## src/rtl/lsu_mem_arb.sv

```systemverilog
// Round-robin arbiter letting NREQ load/store requesters share one single-port memory.
// Optional stall counters per requester are built when LSU_ARB_STATS_EN is defined.
module lsu_mem_arb #(
  parameter int NREQ = 4,
  parameter int AW   = 16,
  parameter int DW   = 32
) (
  input  logic                 clk,
  input  logic                 rst,
  input  logic [NREQ-1:0]      req_valid,
  input  logic [NREQ-1:0]      req_we,
  input  logic [NREQ*AW-1:0]   req_addr,
  input  logic [NREQ*DW-1:0]   req_wdata,
  output logic [NREQ-1:0]      req_ready,
  input  logic                 flush,
  output logic                 idle,
  output logic                 mem_en,
  output logic                 mem_we,
  output logic [AW-1:0]        mem_addr,
  output logic [DW-1:0]        mem_wdata,
  input  logic [DW-1:0]        mem_rdata,
  output logic [NREQ-1:0]      resp_valid,
  output logic [DW-1:0]        resp_data,
`ifdef LSU_ARB_STATS_EN
  output logic [NREQ*16-1:0]   stall_cnt,
`endif
  output logic [1:0]           fsm_state
);

  // Handshake: requester i transfers in the cycle where req_valid[i] & req_ready[i];
  // a granted read returns on resp_valid[i]/resp_data exactly one cycle later.

  localparam int PW = (NREQ > 1) ? $clog2(NREQ) : 1;

  typedef enum logic [1:0] {
    IDLE  = 2'd0,
    SERVE = 2'd1,
    DRAIN = 2'd2
  } state_t;

  state_t          state;
  state_t          state_nxt;
  logic [PW-1:0]   ptr;
  logic [PW-1:0]   gidx;
  logic [PW:0]     cand;
  logic            found;
  logic            grant_en;
  logic            xfer;
  logic            rd_pend;
  logic [NREQ-1:0] rd_gnt;
  logic [AW-1:0]   last_addr;
  logic [AW-1:0]   sel_addr;
  logic [DW-1:0]   sel_wdata;
  logic            sel_we;

  always_ff @(posedge clk) begin
    if (rst) state <= IDLE;
    else     state <= state_nxt;
  end

  always_comb begin
    state_nxt = state;
    case (state)
      IDLE:    if (flush) state_nxt = DRAIN;
               else if (|req_valid) state_nxt = SERVE;
      SERVE:   if (flush) state_nxt = DRAIN;
               else if (!(|req_valid)) state_nxt = IDLE;
      DRAIN:   if (!flush && !rd_pend) state_nxt = IDLE;
      default: state_nxt = IDLE;
    endcase
  end

  // Grant search starts at ptr and wraps; reset and flush block grants combinationally.
  assign grant_en = !rst && !flush && (state != DRAIN);

  always_comb begin
    req_ready = '0;
    gidx      = '0;
    cand      = '0;
    found     = 1'b0;
    sel_addr  = '0;
    sel_wdata = '0;
    sel_we    = 1'b0;
    for (int k = 0; k < NREQ; k++) begin
      cand = {1'b0, ptr} + (PW+1)'(k);
      if (cand >= (PW+1)'(NREQ)) cand = cand - (PW+1)'(NREQ);
      if (grant_en && !found && req_valid[cand[PW-1:0]]) begin
        req_ready[cand[PW-1:0]] = 1'b1;
        gidx  = cand[PW-1:0];
        found = 1'b1;
      end
    end
    for (int i = 0; i < NREQ; i++) begin
      if (req_ready[i]) begin
        sel_addr  = req_addr[i*AW +: AW];
        sel_wdata = req_wdata[i*DW +: DW];
        sel_we    = req_we[i];
      end
    end
  end

  assign xfer       = |req_ready;
  assign mem_en     = xfer;
  assign mem_we     = xfer & sel_we;
  assign mem_addr   = xfer ? sel_addr : last_addr;
  assign mem_wdata  = sel_wdata;
  // A reset landing on the return cycle discards the pending response.
  assign resp_valid = (rd_pend && !rst) ? rd_gnt : '0;
  assign resp_data  = (rd_pend && !rst) ? mem_rdata : '0;
  assign idle       = (state == IDLE) && !rd_pend;
  assign fsm_state  = state;

  always_ff @(posedge clk) begin
    if (rst) begin
      ptr       <= '0;
      rd_pend   <= 1'b0;
      rd_gnt    <= '0;
      last_addr <= '0;
    end else begin
      rd_pend <= xfer & ~sel_we;
      rd_gnt  <= req_ready;
      if (xfer) begin
        ptr       <= (gidx == PW'(NREQ-1)) ? '0 : gidx + PW'(1);
        last_addr <= sel_addr;
      end
    end
  end

`ifdef LSU_ARB_STATS_EN
  logic [15:0] cnt_q [NREQ];

  always_ff @(posedge clk) begin
    for (int i = 0; i < NREQ; i++) begin
      if (rst) cnt_q[i] <= '0;
      else if (req_valid[i] && !req_ready[i] && cnt_q[i] != 16'hFFFF)
        cnt_q[i] <= cnt_q[i] + 16'd1;
    end
  end

  for (genvar g = 0; g < NREQ; g++) begin : g_stall
    assign stall_cnt[g*16 +: 16] = cnt_q[g];
  end
`endif

endmodule

```

## config.mk

```make
export PLATFORM = sky130hd
export DESIGN_NAME = lsu_mem_arb
export DESIGN_NICKNAME = d
export VERILOG_FILES = /design/src/rtl/lsu_mem_arb.sv
export SDC_FILE = /design/constraint.sdc
export NUM_CORES = 1
export LEC_CHECK = 0
export CELL_PAD_IN_SITES_DETAIL_PLACEMENT = 1
export CELL_PAD_IN_SITES_GLOBAL_PLACEMENT = 1
export CORE_AREA = 2 2 127 129
export DETAILED_ROUTE_END_ITERATION = 10
export DIE_AREA = 0 0 129 131
export DONT_BUFFER_PORTS = 1
export HOLD_SLACK_MARGIN = 0.02
export PLACE_DENSITY_LB_ADDON = 0.15
export SLEW_MARGIN = 40
export SYNTH_ARGS = -nofsm -noshare
export SYNTH_HDL_FRONTEND = slang
export SYNTH_SLANG_ARGS = --single-unit
```

## constraint.sdc

```tcl
create_clock -name clk -period 4.6 [get_ports clk]
set_clock_uncertainty 0.05 [all_clocks]
set_input_delay 1.15 -clock clk [delete_from_list [all_inputs] [get_ports clk]]
set_output_delay 1.15 -clock clk [all_outputs]
set_load 0.01 [all_outputs]
```

Word-level counts from Yosys, hierarchy flattened
Index checks and enable logic that the tools add are counted.
{"block": "totals", "register_bits": 25}
{"block": "classes", "n_addsub": 8, "n_lt_le_gt_ge": 12, "eq_ne": 7, "mux": 53, "bitwise": 6, "n_reduce_logical": 26}
{"op": "32-bit two-way mux", "n": 5}
{"op": "16-bit two-way mux", "n": 5}
{"op": "2-bit two-way mux", "n": 14}
{"op": "4-bit two-way mux", "n": 5}
{"op": "1-bit logical AND", "n": 16}
{"op": "1-bit two-way mux", "n": 15}
{"op": "2-bit by 3-bit less-than comparator with 1-bit output (second input constant)", "n": 4}
{"op": "4-bit bitwise OR", "n": 3}
{"op": "3-bit >= comparator (second input constant)", "n": 3}
{"op": "1-bit binary-select mux with 2-bit select", "n": 4}
{"op": "1-bit demux with 2-bit select", "n": 4}
{"op": "2-bit by 1-bit >= comparator with 1-bit output (second input constant)", "n": 4}
{"op": "4-bit OR reduction", "n": 2}
{"op": "2-bit by 1-bit subtractor with 2-bit output (second input constant)", "n": 4}
{"op": "2-bit by 2-bit adder with 3-bit output (second input constant)", "n": 2}
{"op": "1-bit logical NOT", "n": 6}
{"op": "3-bit != test (second input constant)", "n": 2}
{"op": "2-bit one-hot mux with 3 select lines", "n": 1}
{"op": "2-bit == test (second input constant)", "n": 2}
{"op": "2-bit != test (second input constant)", "n": 2}
{"op": "2-bit by 1-bit adder with 3-bit output (second input constant)", "n": 1}
{"op": "2-bit by 3-bit >= comparator with 1-bit output (second input constant)", "n": 1}
{"op": "3-bit AND reduction", "n": 1}
{"op": "2-bit by 1-bit adder with 2-bit output (second input constant)", "n": 1}
{"op": "other kinds (4)", "n": 5}

Longest topological paths before layout
{"block": "logic_depth", "depth_word": 24, "ltp_mapped": 15, "depth_no_buf": 10}

Worst setup path before layout
OpenSTA, ideal clock, no wires.
{"block": "synth_timing", "kind": "input to output", "start": "input port req_valid[2]", "end": "output port mem_addr[10]", "arrival_ps": 3526, "required_ps": 3400, "path_slack_ps": -126, "path_stages": 9, "n_path_buf": 3, "path_cell_list": "buf_2 -> mux4_2 -> and4bb_4 -> a22o_1 -> a21o_1 -> or4_1 -> buf_2 -> buf_2 -> a31oi_1"}
{"block": "synth_between", "elab_cells_between_ends": 34, "cone_classes": "20 x mux; 3 x bitwise; 11 x reduce/logical"}
{"element": "from (decl)", "line": "10", "source": "input logic [NREQ-1:0] req_valid,"}
{"element": "1-bit binary-select mux with 2-bit select", "line": "87", "source": "if (grant_en && !found && req_valid[cand[PW-1:0]]) begin"}
{"element": "1-bit two-way mux (implied by the code)", "line": "87"}
{"element": "1-bit logical AND", "line": "87"}
{"element": "1-bit two-way mux", "line": "87"}
{"element": "1-bit logical NOT", "line": "87"}
{"element": "1-bit logical AND (2 in series)", "line": "87"}
{"element": "1-bit two-way mux", "line": "87"}
{"element": "1-bit logical NOT", "line": "87"}
{"element": "1-bit logical AND (2 in series)", "line": "87"}
{"element": "1-bit two-way mux", "line": "87"}
{"element": "1-bit logical NOT", "line": "87"}
{"element": "1-bit logical AND (2 in series)", "line": "87"}
{"element": "4-bit two-way mux *", "line": "87"}
{"element": "4-bit OR reduction *", "line": "102", "source": "assign xfer = |req_ready;"}
{"element": "net mem_en", "line": "17", "source": "output logic mem_en,"}
{"element": "16-bit two-way mux *"}
{"element": "to (decl)", "line": "19", "source": "output logic [AW-1:0] mem_addr,"}
The timed path passes the listed nets; every way through them passes the cells marked *. The select of a mux whose other input is x is not followed.

Worst setup path in the final report
{"block": "layout_timing", "start": "input port req_valid[2]", "end": "output port mem_addr[11]"}
The elaborated chain is that of the path after synthesis.

==> metrics.csv <==
stage,metric,value,unit
job,max-cap viol count,0,
yosys,predominant post-synthesis flop cell,sky130_fd_sc_hd__dfxtp_1,
critical_path,kind of cell with the highest combined delay on the critical path,simple AND/OR/NAND/NOR gates,
pwr,sequential fraction of design power,0.126,
pwr,power share of the clock group,0.077,
pwr,leakage power,0.00144,uW
route,average detailed-routed wire length per instance,23.9,um
timing,setup TNS after final layout,0,ns
yosys,number of library cell types mapped by synthesis,42,
grt,number of global-route vias before repair,3705,
route,DR vias,3808,
timing,Tcrit/Tclk final,0.995,
route,via density per instance,5.65,
route,Detailed Route WL,16100,um
critical_path,worst flop-to-flop path endpoint,last_addr[4],
timing,slew of the pin with the lowest slew margin,0.578,ns
timing,setup repair after global routing missed its margin,yes,
yosys,number of instances in the synthesized netlist,420,
placement,placer congestion estimate,0.771,
route,number of nets with antenna violations after routing,0,
clock_network,CTS tree,done,
yosys,leading cell types by total area after synthesis,"sky130_fd_sc_hd__dfxtp_1, sky130_fd_sc_hd__o21ai_0, sky130_fd_sc_hd__a221oi_1",
critical_path,startpoint type of the worst setup path,input pin,
timing,endpoints failing hold,0,
grt,overall overflow remaining after global route,0,
hold_path,min-delay worst type,reg2reg,
placement,# port buffers,0,
timing,Max Transition Viols Final,0,
critical_path,CP cell instances,mux4_2 -> and4bb_4 -> a22oi_1 -> o21a_2 -> inv_2 -> or4_4 -> buf_12 -> nor2_4 -> a31oi_4,
route,detailed-router iteration count before antenna repair,5,
die,standard-cell rows,46,
yosys,synth warn,0,
critical_path,required time reported for the critical path endpoint,3.40,ns
route,drt first-iter violations,116,
grt,GR Util All Layers,0.168,
critical_path,highest cell delay on the worst timing path,0.57,ns
layout,Syn-to-layout area delta,41.1,%
route,total DRC errors in the routed layout,0,
yosys,post-synth top area share,0.161,
clock_network,number of H-tree branching levels,1,
hold_path,start point of the worst min-delay path,rd_pend,
pwr,power density over the cells,626,mW/mm2
placement,placed cell area,0.00416,mm2
critical_path,start-to-end type of the worst setup path,in2out,
yosys,sequential cell area fraction in the yosys report,0.161,
pwr,switching share of power,0.478,
status,outcome,completed,
yosys,netlist area before placement,0.00311,mm2
critical_path,Arrival @ worst endpoint,3.38,ns
critical_path,total stage count of the critical path,9,
critical_path,buffers and inverters on the worst path,2,
die,initial core utilization,0.199,
critical_path,cell with the largest stage delay on the worst path,sky130_fd_sc_hd__or4_4,
clock_network,total clock buffers created by CTS,3,
timing,Max-slew headroom,0.614,
placement,half-perimeter wire length after detailed placement,12400,um
die,placeable core region,0.0156,mm2
hold_path,cell depth of the worst min-delay path,2,
grt,global-route wire length before repair,21800,um
pwr,P_int,1430,uW
yosys,synthesized area divided by synthesized cell count,7.39,um2
timing,time the final worst path needs with I/O delays and setup,4.58,ns
timing,hold_ws,0.517,ns
grt,largest net degree at the start of global routing,51,
layout,Layout Nets,698,
pwr,NetSw,1310,uW
die,die outline area,0.0169,mm2
die,height of the chip,131,um
clock_network,master cell of the clock root buffer,sky130_fd_sc_hd__clkbuf_16,
die,chip width,129,um
layout,final design instance area without fill,0.00438,mm2
timing,final number of setup-violating endpoints,0,
grt,number of antenna violations at the first check in global routing,2,
yosys,number of nets in the synthesized netlist,661,
yosys,cell accounting for the most synthesized area,sky130_fd_sc_hd__dfxtp_1,
pwr,combinational cell fraction of total power,0.797,
critical_path,CP Capture Type,output port,
clock_network,clk_lat worst skew,0.26,ns
pwr,"sum of internal, switching and leakage power",2740,uW
hold_path,Worst Hold Endpoint,fsm_state[1],
critical_path,CP Max Fanout,31,
die,I/O pin cnt,328,
timing,Max Clock Freq,0.219,GHz
critical_path,flop2flop setup slack,1.24,ns
yosys,number of storage elements in the synthesis netlist,25,
yosys,proportion of synthesized flip-flops having asynchronous set or reset,0,
yosys,number of synthesized flops with an enable pin,0,
clock_network,"buffers from clock root to sink, at most",2,
critical_path,worst r2r path cells,14,
pwr,largest voltage drop on the vdd net,226,uV
clock_network,clock transition time at the flip-flop clock pins of the worst setup and hold paths,0.07,ns
clock_network,clock sink count,25,
layout,share of layout cells above drive strength 1,0.331,
critical_path,worst reg2reg startpoint,ptr[1],
==> sequential cells by signal (all words and copies together), names as in the netlist <==
| signal | cells |
|---|---|
| fsm_state | 2 |
| last_addr | 16 |
| ptr | 2 |
| rd_gnt | 4 |
| rd_pend | 1 |
==> routing by layer <==
layer	vias up	GRT usage	part of all wire
li1	1711	-	-
met5	-	0	0.00081
met1	1849	0.194	0.38
met4	2	0.0275	0.0083
met3	12	0.0289	0.072
met2	234	0.327	0.54
==> synthesized netlist by cell type, types with 2 or more instances <==
| cell | number |
|---|---|
| sky130_fd_sc_hd__o21a_1 | 3 |
| sky130_fd_sc_hd__and3_1 | 2 |
| sky130_fd_sc_hd__a22oi_1 | 3 |
| sky130_fd_sc_hd__dfxtp_1 | 25 |
| sky130_fd_sc_hd__inv_1 | 5 |
| sky130_fd_sc_hd__o211ai_1 | 19 |
| sky130_fd_sc_hd__buf_1 | 7 |
| sky130_fd_sc_hd__inv_2 | 2 |
| sky130_fd_sc_hd__a21o_1 | 2 |
| sky130_fd_sc_hd__mux2i_1 | 7 |
| sky130_fd_sc_hd__a221oi_1 | 36 |
| sky130_fd_sc_hd__nor3_1 | 4 |
| sky130_fd_sc_hd__o21ai_0 | 67 |
| sky130_fd_sc_hd__and3b_1 | 2 |
| sky130_fd_sc_hd__buf_2 | 14 |
| sky130_fd_sc_hd__a221o_1 | 17 |
| sky130_fd_sc_hd__nor4_1 | 4 |
| sky130_fd_sc_hd__and2_1 | 37 |
| sky130_fd_sc_hd__a311oi_2 | 16 |
| sky130_fd_sc_hd__a31oi_1 | 16 |
| sky130_fd_sc_hd__nand2_1 | 56 |
| sky130_fd_sc_hd__nor2_1 | 20 |
| sky130_fd_sc_hd__mux4_2 | 4 |
| sky130_fd_sc_hd__buf_6 | 3 |
| sky130_fd_sc_hd__ha_1 | 6 |
| sky130_fd_sc_hd__clkbuf_1 | 23 |
| sky130_fd_sc_hd__nor2b_1 | 5 |
==> kinds of logic after synthesis <==
logic type      Yosys count  synth area share
xor+xnor                  1           0.00282
compound gates          188             0.465
mux                      12            0.0552
buf+inv                  55            0.0806
simple gates            133             0.211
fa+ha+maj                 6            0.0242
flops                    25             0.161
==> final cells by class <==
cell class,count,area [um2]
fill,1831,11200
multi-input combinational,340,2740
timing repair buffer,80,759
sequential,25,500
tap,216,270
clock buffer,3,75.1
inverter,7,26.3
clock inverter,1,7.51
antenna,2,5.00
==> power by group through the flow <==
stage	Clock, uW	Sequential (uW)	Combinational, uW
after floorplan	0	348	1510
after global placement	0	348	2100
after detailed placement	0	350	2130
after CTS	223	348	2150
after global routing	230	355	2350
final	210	346	2180
==> metrics by stage <==
step	setup slack (ns)	std cells	utilization
after floorplan	-0.0207	420	-
after global placement	0.00427	659	0.266
after detailed placement	-0.0116	659	0.267
after CTS	0.00610	663	0.273
after global routing	-0.0374	672	0.281
final	0.0236	674	0.281
==> how the worst max path moves through the flow <==
stage                  from      endpoint  slack, ns
2_1_floorplan  req_valid[2]  mem_addr[11]      -0.02
3_3_place_gp   req_valid[1]   mem_addr[2]      0.004
3_5_place_dp   req_valid[1]  mem_addr[15]      -0.01
4_1_cts        req_valid[1]  mem_addr[11]      0.006
5_1_grt        req_valid[1]  mem_addr[11]      -0.04
6_report       req_valid[2]  mem_addr[11]       0.02
==> worst register-to-register path, cell delays in order (launching register included) <==
cell and delay, ns:
sky130_fd_sc_hd__dfxtp_1 0.34, sky130_fd_sc_hd__inv_1 0.09, sky130_fd_sc_hd__ha_2 0.47, sky130_fd_sc_hd__mux4_2 0.36, sky130_fd_sc_hd__and4bb_4 0.24, sky130_fd_sc_hd__a22o_1 0.27
sky130_fd_sc_hd__buf_6 0.13, sky130_fd_sc_hd__a221oi_4 0.20, sky130_fd_sc_hd__buf_6 0.17, sky130_fd_sc_hd__buf_12 0.13, sky130_fd_sc_hd__a221o_1 0.14, sky130_fd_sc_hd__o211ai_1 0.16
sky130_fd_sc_hd__buf_4 0.19, sky130_fd_sc_hd__buf_4 0.12, sky130_fd_sc_hd__a311oi_2 0.23
==> what timing repair did <==
action / CTS / global route
pin swaps: 1 / 5
hold buffers: 0 / 0
gates cloned: 0 / 2
setup endpoints to repair: 7 / 22
resized for setup: 5 / 5
endpoints found under the hold margin: 0 / 0
buffers inserted: 0 / 7
==> cells in the final DEF, fill, tap and decap left out, types with 3 or more instances in the layout <==
| master | Yosys | routed |
|---|---|---|
| sky130_fd_sc_hd__o21ai_0 | 67 | 38 |
| sky130_fd_sc_hd__a31oi_4 | 0 | 16 |
| sky130_fd_sc_hd__buf_12 | 0 | 9 |
| sky130_fd_sc_hd__and2_1 | 37 | 37 |
| sky130_fd_sc_hd__clkbuf_16 | 0 | 5 |
| sky130_fd_sc_hd__nor3_1 | 4 | 4 |
| sky130_fd_sc_hd__mux4_2 | 4 | 4 |
| sky130_fd_sc_hd__a311oi_2 | 16 | 16 |
| sky130_fd_sc_hd__nor2b_1 | 5 | 4 |
| sky130_fd_sc_hd__buf_6 | 3 | 3 |
| sky130_fd_sc_hd__a22oi_1 | 3 | 3 |
| sky130_fd_sc_hd__nand2_1 | 56 | 56 |
| sky130_fd_sc_hd__nor2_1 | 20 | 4 |
| sky130_fd_sc_hd__o211ai_1 | 19 | 19 |
| sky130_fd_sc_hd__nor4_1 | 4 | 4 |
| sky130_fd_sc_hd__mux2i_1 | 7 | 7 |
| sky130_fd_sc_hd__ha_1 | 6 | 5 |
| sky130_fd_sc_hd__nor2_4 | 0 | 12 |
| sky130_fd_sc_hd__dfxtp_1 | 25 | 25 |
| sky130_fd_sc_hd__inv_1 | 5 | 5 |
| sky130_fd_sc_hd__a221o_1 | 17 | 17 |
| sky130_fd_sc_hd__o21ai_1 | 0 | 29 |
| sky130_fd_sc_hd__buf_4 | 1 | 66 |
| sky130_fd_sc_hd__nor2_2 | 0 | 4 |
| sky130_fd_sc_hd__a221oi_1 | 36 | 35 |
Power figures use the tool's default switching activity.
==> RTL edit, RTL diff (same flow settings) <==
Build with the macro `LSU_ARB_STATS_EN` defined.
--- a/src/rtl/lsu_mem_arb.sv
+++ b/src/rtl/lsu_mem_arb.sv
@@ -1,5 +1,7 @@
 // Round-robin arbiter letting NREQ load/store requesters share one single-port memory.
 // Optional stall counters per requester are built when LSU_ARB_STATS_EN is defined.
+`define LSU_ARB_STATS_EN
+
 module lsu_mem_arb #(
   parameter int NREQ = 4,
   parameter int AW   = 16,
Function (old outputs only; new: stall_cnt): kept (Yosys induction, for registers that start in step).
==> RTL edit against the original RTL <==
The flow now finishes with violations (setup timing). Setup slack got worse by 0.083 ns. Register-to-register slack worse by 0.29 ns. Cell area grew 92%. Wire length up 90%. Synthesized area grew 110%. Utilization up 26 points. Maximum frequency fell by 1.8%. First-iteration DRC count grew to 3.0 times the old value. Sequential cell count rose by 64. Total power grew 80%. Largest power group unchanged. Highest routed layer unchanged.
==> RTL edit: results (changes against the original RTL) <==
run status=complete, but fails checks (was finished clean); failing checks=setup timing; Worst R2R Path Depth=11 (was 14); GRT Total Usage=32.0% (was 16.8%); Switching Power=2.11 mW (was 1.31 mW); R2R setup slack=0.95 ns (was 1.24 ns); crit path DAT=3.46 ns (was 3.38 ns); DR WL/cell=28.0 um (was 23.9 um); Worst-Margin Slew=0.691 ns (was 0.578 ns); crit path max-delay cell type=or4_4 (unchanged); post-synthesis sequential area ratio=36.3% (was 16.1%); clock latency on the worst-skew pair=0.35 ns (was 0.26 ns); Detailed Route Iter0 Violations=351 (was 116); Max Buffers Root-to-Sink=2 (unchanged); initial antenna violation count=13 (was 2); Max stage delay on crit path=0.59 ns (was 0.57 ns); Pre-antenna DRT Iters=5 (unchanged); ys flop type=edfxtp_1 (was dfxtp_1); H-tree levels=3 (was 1); critical path peak fanout=10 (was 31); biggest regs=cnt_q: 64 flops, last_addr: 16 flops, rd_gnt: 4 flops (was last_addr: 16 flops, rd_gnt: 4 flops); Synth area leaders=edfxtp_1 29%, dfxtp_1 7.5%, a21oi_1 6.9% (was dfxtp_1 16%, o21ai_0 11%, a221oi_1 10%); first-pass GRT wire length=40100 um (was 21800 um); PortBufs=0 (unchanged); top cell family by delay on the critical path=simple AND/OR/NAND/NOR gates (unchanged); reg2reg end=cnt_q[1][30] (was last_addr[4]); unique cell type count in the Yosys netlist=45 (was 42); Setup WS post-layout=-0.0597 ns (was 0.0236 ns); Post-synth EDFFs=64 (was 0); dpl hpwl=22100 um (was 12400 um); Peak VDD IR=0.000372 V (was 0.000226 V); GPL Wtd Cong=0.939 (was 0.771); Syn. warnings=0 (unchanged); DP Area=7450 sq um (was 4160 sq um); setup violators final=11 (was 0); critical path capture point=mem_addr[0] (was mem_addr[11]); CTS buffer count=9 (was 3); number of global-route vias before repair=6660 (was 3705); Via-to-Cell Ratio=6.23 (was 5.65); synthesized net count=1057 (was 661); commonest cells in the netlist=99 x nor2_1, 92 x a21oi_1, 74 x nand3_1 (was 67 x o21ai_0, 56 x nand2_1, 37 x and2_1); ratio of cells with drive above 1 in the final layout=23.3% (was 33.1%); P_leak=3.21 nW (was 1.44 nW); Reg2Reg Launch Point=ptr[1] (unchanged); Reg with most FFs=cnt_q (was last_addr); largest net degree at the start of global routing=51 (unchanged)
RTL edit: final cells by class:
cell class,count,area [sq um]
antenna,11,27.5
clock buffer,9,225
clock inverter,6,60.1
fill,1777,7190
inverter,19,71.3
multi-input combinational,639,4280
sequential,89,2420
tap,216,270
timing repair buffer,99,1050
RTL edit: worst min-delay path by stage:
stage,startpoint,end,slack [ns],depth (start not counted)
after detailed placement,last_addr[4],last_addr[4],0.49,2
after floorplan,last_addr[3],last_addr[3],0.46,2
after global placement,last_addr[4],last_addr[4],0.47,2
after CTS,last_addr[4],last_addr[4],0.52,2
final,last_addr[4],last_addr[4],0.50,2
after global routing,last_addr[4],last_addr[4],0.52,2
RTL edit: cells by family (layout without fill, tap and decap cells):
logic type / Yosys count / after routing / synth area share, %
and+or+nand+nor: 314 / 314 / 22.9
other: 0 / 11 / 0
muxes: 12 / 12 / 2.29
DFF: 89 / 89 / 36.3
AOI/OAI and AO/OA: 247 / 247 / 24.0
buffers and inverters: 83 / 133 / 5.22
adders and majority gates: 11 / 11 / 2.06
xor gates and xnor gates: 55 / 55 / 7.22
RTL edit: power by group through the flow:
| stage | sequential, mW | combinational (mW) | clock, mW |
|---|---|---|---|
| floorplan | 1.18 | 1.59 | 0 |
| global placement | 1.22 | 2.29 | 0 |
| detailed placement | 1.22 | 2.38 | 0 |
| CTS | 1.21 | 2.53 | 0.744 |
| global route | 1.25 | 3.15 | 0.773 |
| finish | 1.23 | 2.96 | 0.733 |
RTL edit: metal layers:
layer,vias up,global-route usage (%),share of wire [%]
met1,3325,33.1,34
met2,363,57.9,53
li1,3013,-,-
met3,76,9.12,7.7
met4,2,18.6,5.2
met5,-,0,0.043
RTL edit: timing repair:
| action | in CTS | in global routing |
|---|---|---|
| buffers inserted | 2 | 11 |
| gates cloned | 1 | 8 |
| setup endpoints to repair | 50 | 50 |
| hold endpoints to repair | 0 | 0 |
| resized for setup | 20 | 50 |
| pin swaps | 1 | 13 |
RTL edit: worst reg2reg max path: stages (launching register included):
cell     delay [ns]
dfxtp_2        0.33
inv_2          0.05
ha_4           0.34
mux2_4         0.32
or4_4          0.58
a21oi_1        0.31
nor3_4         0.10
inv_2          0.08
buf_4          0.27
buf_12         0.25
or3_1          0.53
nor2_1         0.16
RTL edit: per-stage QoR:
step	utilization (%)	setup slack, ns	total power [mW]	cells	TNS [ns]
after floorplan	-	-0.0400	2.77	811	-0.286
after global placement	47.8	-0.262	3.51	1040	-0.523
after detailed placement	47.8	-0.287	3.60	1040	-1.62
after CTS	50.5	0.00116	4.49	1058	0
after global routing	53.9	-0.120	5.17	1086	-1.20
final	53.9	-0.0597	4.93	1088	-0.254
